[config.mk]
export PLATFORM = sky130hd
export DESIGN_NAME = accuracy_tracker
export DESIGN_NICKNAME = d
export VERILOG_FILES = /design/src/rtl/accuracy_tracker.sv
export SDC_FILE = /design/constraint.sdc
export NUM_CORES = 2
export LEC_CHECK = 0
export ABC_AREA = 1
export BUFFER_PORTS_ARGS = -buffer_cell sky130_fd_sc_hd__buf_2
export CAP_MARGIN = 10
export CORE_MARGIN = 10
export CORE_UTILIZATION = 60
export CTS_BUF_LIST = sky130_fd_sc_hd__clkbuf_16
export DETAILED_ROUTE_END_ITERATION = 7
export PLACE_DENSITY = 0.78
export SETUP_SLACK_MARGIN = 0.2
export SYNTH_ARGS = -nofsm -noshare
export SYNTH_HDL_FRONTEND = slang
export SYNTH_SLANG_ARGS = --single-unit
export TNS_END_PERCENT = 50
[constraint.sdc]
create_clock -name clk -period 7.24 [get_ports clk]
set_input_delay 0.362 -clock clk [delete_from_list [all_inputs] [get_ports clk]]
set_output_delay 0.362 -clock clk [all_outputs]
set_load 0.01 [all_outputs]
[src/rtl/accuracy_tracker.sv]
// Compares each training case's thresholded output against the ideal vector and keeps
// sliding-window, cumulative and per-epoch accuracy stats. Define ACC_TRACKER_EPOCH_EN for epoch counting.
module accuracy_tracker #(
  parameter int n_out          = 16,
  parameter int y_per_clk      = 1,
  parameter int cpc            = 18,
  parameter int checklast      = 1000,
  parameter int training_cases = 10000,
  parameter int cnt_width      = 32
) (
  input  logic                           clk,
  input  logic                           reset,
  input  logic [$clog2(cpc)-1:0]         cycle_index,
  input  logic                           case_end,
  input  logic [y_per_clk-1:0]           y_out,
  input  logic [n_out-1:0]               a_out,
  output logic                           result_valid,
  output logic                           correct,
  output logic [$clog2(checklast+1)-1:0] recent,
  output logic [cnt_width-1:0]           total_correct,
  output logic [cnt_width-1:0]           num_train,
  output logic [15:0]                    epoch,
  output logic                           epoch_done
);
  localparam int CIW = $clog2(cpc);
  localparam int RW  = $clog2(checklast + 1);
  localparam int PW  = (checklast > 1) ? $clog2(checklast) : 1;

  logic [n_out-1:0]     ideal_q, ideal_d, ideal_cur, cap_mask, cap_val;
  logic [checklast-1:0] ring_q, ring_d;
  logic [PW-1:0]        ptr_q, ptr_d;
  logic [RW-1:0]        recent_q, recent_d;
  logic [cnt_width-1:0] tot_q, tot_d, nt_q, nt_d;
  logic                 correct_q, correct_d, valid_q, valid_d;

  // Slots captured this clk; ideal_cur bypasses them so an evaluation on the same edge sees y_out.
  always_comb begin
    cap_mask = '0;
    cap_val  = '0;
    if (cycle_index >= CIW'(2)) begin
      for (int i = 0; i < n_out; i++) begin
        for (int j = 0; j < y_per_clk; j++) begin
          if ((int'(cycle_index) - 2) * y_per_clk + j == i) begin
            cap_mask[i] = 1'b1;
            cap_val[i]  = y_out[j];
          end
        end
      end
    end
    ideal_cur = (ideal_q & ~cap_mask) | cap_val;
  end

  always_comb begin
    ideal_d   = ideal_cur;
    ring_d    = ring_q;
    ptr_d     = ptr_q;
    recent_d  = recent_q;
    tot_d     = tot_q;
    nt_d      = nt_q;
    correct_d = correct_q;
    valid_d   = 1'b0;
    if (case_end) begin
      correct_d     = (a_out == ideal_cur);
      valid_d       = 1'b1;
      // Next case starts from a clean vector, keeping only slots written on this edge.
      ideal_d       = cap_val;
      ring_d[ptr_q] = correct_d;
      recent_d      = recent_q - RW'(ring_q[ptr_q]) + RW'(correct_d);
      ptr_d         = (ptr_q == PW'(checklast - 1)) ? '0 : ptr_q + PW'(1);
      if (nt_q != '1)
        nt_d = nt_q + cnt_width'(1);
      if (correct_d && tot_q != '1)
        tot_d = tot_q + cnt_width'(1);
    end
  end

  always_ff @(posedge clk) begin
    if (reset) begin
      ideal_q   <= '0;
      ring_q    <= '0;
      ptr_q     <= '0;
      recent_q  <= '0;
      tot_q     <= '0;
      nt_q      <= '0;
      correct_q <= 1'b0;
      valid_q   <= 1'b0;
    end else begin
      ideal_q   <= ideal_d;
      ring_q    <= ring_d;
      ptr_q     <= ptr_d;
      recent_q  <= recent_d;
      tot_q     <= tot_d;
      nt_q      <= nt_d;
      correct_q <= correct_d;
      valid_q   <= valid_d;
    end
  end

  assign result_valid  = valid_q;
  assign correct       = correct_q;
  assign recent        = recent_q;
  assign total_correct = tot_q;
  assign num_train     = nt_q;

`ifdef ACC_TRACKER_EPOCH_EN
  localparam int TW = (training_cases > 1) ? $clog2(training_cases) : 1;

  logic [TW-1:0] tc_q, tc_d;
  logic [15:0]   epoch_q, epoch_d;
  logic          edone_q, edone_d;

  always_comb begin
    tc_d    = tc_q;
    epoch_d = epoch_q;
    edone_d = 1'b0;
    if (case_end) begin
      if (tc_q == TW'(training_cases - 1)) begin
        tc_d    = '0;
        epoch_d = epoch_q + 16'd1;
        edone_d = 1'b1;
      end else begin
        tc_d = tc_q + TW'(1);
      end
    end
  end

  always_ff @(posedge clk) begin
    if (reset) begin
      tc_q    <= '0;
      epoch_q <= '0;
      edone_q <= 1'b0;
    end else begin
      tc_q    <= tc_d;
      epoch_q <= epoch_d;
      edone_q <= edone_d;
    end
  end

  assign epoch      = epoch_q;
  assign epoch_done = edone_q;
`else
  assign epoch      = '0;
  assign epoch_done = 1'b0;
`endif

endmodule

==> metrics.txt <==
status=completed; fin util=0.635; die area=0.118 mm^2; Max VDD drop=0.000220 V; Setup crit start=ptr_q[0]$_SDFFE_PP0P_; Achievable Freq=about 160 MHz; placer congestion estimate=0.887; worst r2r src=ptr_q[0]$_SDFFE_PP0P_; Critical Path AT=about 6.6 ns; post-route ant nets=0; final setup TNS=0 ns; postcts setup bufs=0; Synth Area per Inst=8.31 um^2; Root Driver=clkbuf_16; Worst R2R Setup Slack=1.18 ns; Clock Pin Slew Worst Setup and Hold Paths=0.06 ns; Gate Count Post-Synth=7,576; Port Buf Inserts=100; Die W=344 um; share of layout cells above drive strength 1=0.181; fin crit period=just over 6 ns; final worst-path cycle share=0.837; footprint of the multi-input gates=between 0.03 and 0.04 mm^2; Nets=7,302; Avg WL per Cell=21.7 um; Int Power=0.00984 W; pin count of the biggest net entering global routing=250; Vias/cell=~6.3; Worst EP required=7.82 ns; Num CTS Buffers=115; DIE HEIGHT=344 um; final wirelength=189,000 um; htree depth=3; Final Hold Fails=0; DRT Pass-1 Iters=6; DP HPWL=103,000 um; post-synthesis cell type count=between 40 and 50; clock buffer depth=3; Placed Cells=around 8,500; Least-Margin Pin Slew=1.20 ns; Initial Utilization=0.606; Layout fillers=approximately 8,500; DR iter-0 viols=7,095; # DRC=0; Critical Path End Type=register; Switching Fraction=0.252; Slew headroom=0.197; power density over the cells=roughly 200 mW/mm^2; Flop pwr share=0.464; Core ar.=a little over 0.1 mm^2; clock latency on the worst-skew pair=0.72 ns; reg2reg end=recent[8]$_SDFFE_PP0P_; Hold WC Path Type=input port to register; Yosys warnings=0; worst setup path category=register to register; crit-path max FO=140; Leak=21.5 nW; via count=54,800; Storage cell area=0.0221 mm^2; max-cap viol count=0; sequential area share after synthesis=0.351; Rows=118; io pins=118; Overflow after GRT=0; Clock power frac=0.461; TritonCTS clock tree=yes; reg2reg path depth=25; vias in the first global route=51,600; fin. max-slew vios=0; Antenna Cells=0; Final Non-Filler Cells=8,736; Critical Path Start Type=register; synthesis-to-layout area growth=4.77%; initial antenna violation count=3; # resized after CTS=0; Synth Cell Area=0.0629 mm^2; clock sink total=1,102; Hold Buf Count CTS=0; final-report setup violation count=0; sw power=0.00332 W; combinational fraction of design power=0.075; Total GRT Usage=0.305; RSZ-0062 raised after global routing=false; first-pass GRT wire length=291,000 um; Yosys reg bits=1,102; CP Capture Point=recent[8]$_SDFFE_PP0P_; clk_skew=0.0351 ns
==> metal layers <==
metal,part of all wire,vias to the layer above,wire [um],GRT usage
met5,0.00014,-,27,0
met4,0.053,4,10100,0.148
met3,0.10,583,19600,0.0541
met2,0.44,2882,84200,0.488
met1,0.40,26400,75500,0.395
li1,-,25000,-,-
==> per-stage QoR <==
stage	power (W)	instance area, um^2	hold WS, ns	setup slack [ns]
2_1_floorplan	0.00693	63000	0.443	3.05
3_3_place_gp	0.00718	62100	0.431	1.49
3_5_place_dp	0.00719	62100	0.438	1.48
4_1_cts	0.0132	65900	0.113	1.43
5_1_grt	0.0135	65900	0.169	0.860
6_report	0.0132	65900	0.148	1.18
==> cells in the final DEF, fill, tap and decap left out, types with 4 or more instances in the layout <==
master | netlist | routed
a21o_1 | 4 | 4
a21oi_1 | 199 | 199
a21oi_4 | 890 | 890
and3_1 | 5 | 5
buf_12 | 98 | 18
buf_2 | 18 | 100
buf_4 | 19 | 86
bufinv_16 | 0 | 15
clkbuf_16 | 0 | 117
clkinv_1 | 4 | 21
clkinv_2 | 0 | 28
clkinvlp_4 | 0 | 5
conb_1 | 1 | 17
dfxtp_1 | 1102 | 1100
ha_1 | 17 | 17
inv_1 | 225 | 210
inv_2 | 3 | 37
inv_6 | 0 | 6
nand2_1 | 600 | 599
nand2_2 | 3 | 4
nand3_1 | 53 | 53
nand3_2 | 6 | 6
nand3b_1 | 12 | 12
nand4_1 | 77 | 77
nor2_1 | 1789 | 1782
nor2_2 | 1 | 4
nor2_4 | 1 | 5
nor3_1 | 51 | 51
nor4_1 | 12 | 12
o21a_1 | 4 | 4
o21ai_0 | 1601 | 1601
o21ai_1 | 8 | 8
o22ai_1 | 185 | 185
xnor2_1 | 12 | 12
xor2_1 | 36 | 36
==> synthesized netlist by cell type (all sizes together) <==
| cell type | instances | area [um^2] |
|---|---|---|
| nor2 | 1791 | 6730 |
| o21ai | 1609 | 8050 |
| dfxtp | 1102 | 22100 |
| a21oi | 1089 | 15500 |
| nand2 | 605 | 2290 |
| clkbuf | 511 | 1920 |
| inv | 229 | 862 |
| o22ai | 185 | 1160 |
| buf | 144 | 2250 |
| nand4 | 77 | 482 |
| nand3 | 59 | 325 |
| nor3 | 51 | 255 |
| xor2 | 36 | 315 |
| ha | 17 | 213 |
| nand3b | 12 | 90.1 |
| nor4 | 12 | 75.1 |
| xnor2 | 12 | 105 |
| and3 | 5 | 31.3 |
| a21o | 4 | 30.0 |
| clkinv | 4 | 15.0 |
| o21a | 4 | 30.0 |
| a31oi | 3 | 18.8 |
| nor3b | 2 | 15.0 |
| o2111ai | 2 | 17.5 |
| o21bai | 2 | 15.0 |
| a2111oi | 1 | 8.76 |
| a221oi | 1 | 8.76 |
| conb | 1 | 3.75 |
| fa | 1 | 20.0 |
| o211a | 1 | 10.0 |
| o221ai | 1 | 8.76 |
| o311ai | 1 | 8.76 |
| o31ai | 1 | 7.51 |
| or2 | 1 | 6.26 |
==> sequential cells by signal (all words and copies together) (netlist names) <==
register       cells
ptr_q             10
recent            10
ideal_q           16
result_valid       1
ring_q          1000
correct            1
total_correct     32
num_train         32
==> cell families after synthesis <==
family          after synthesis  share of synthesized area
compound gates             2904                      0.395
xor+xnor                     48                    0.00668
fa+ha+maj                    18                    0.00370
buf+inv                     888                     0.0803
flops                      1102                      0.351
other cells                   1                  0.0000596
simple gates               2615                      0.164
==> worst min path at each step <==
stage	from	to	slack, ns	depth (start not counted)
floorplan	reset	result_valid$_SDFF_PP0_	0.44	1
global placement	recent[9]$_SDFFE_PP0P_	recent[9]$_SDFFE_PP0P_	0.43	1
detailed placement	recent[9]$_SDFFE_PP0P_	recent[9]$_SDFFE_PP0P_	0.44	1
CTS	y_out	ideal_q[3]$_SDFF_PP0_	0.11	3
global route	y_out	ideal_q[6]$_SDFF_PP0_	0.17	3
finish	y_out	ideal_q[3]$_SDFF_PP0_	0.15	3
==> power by group through the flow <==
| stage | clock, W | combinational, W | sequential [W] |
|---|---|---|---|
| finish | 0.00606 | 0.000986 | 0.00611 |
| global route | 0.00631 | 0.00108 | 0.00611 |
| CTS | 0.00609 | 0.000961 | 0.00611 |
| detailed placement | 0 | 0.000952 | 0.00624 |
| global placement | 0 | 0.000943 | 0.00624 |
| floorplan | 0 | 0.000697 | 0.00623 |
==> critical path, cell delays in order, from the launching register on <==
cell     delay (ns)
dfxtp_4        0.80
inv_8          0.46
buf_12         0.41
o21ai_0        0.24
o22ai_1        0.11
nand2_1        0.09
nand4_1        0.11
o21ai_0        0.76
nand3_1        0.20
nor2_1         0.15
nor2_1         0.11
nor2_1         0.11
nand2_1        0.17
ha_1           0.32
inv_1          0.04
ha_1           0.22
fa_1           0.43
nand3_1        0.10
nand2_1        0.08
a21o_1         0.16
a21oi_1        0.18
o21ai_0        0.11
a21oi_1        0.16
xnor2_1        0.08
o21ai_0        0.13
inv_1          0.06
==> layout make-up <==
class,instances,area share
Multi-Input combinational cell,5602,0.545
Sequential cell,1102,0.335
Clock buffer,117,0.0444
Tap cell,1380,0.0262
Timing Repair Buffer,205,0.0231
Inverter,233,0.0137
Clock inverter,97,0.0131
Note: power is estimated with default switching activity, not from simulation.
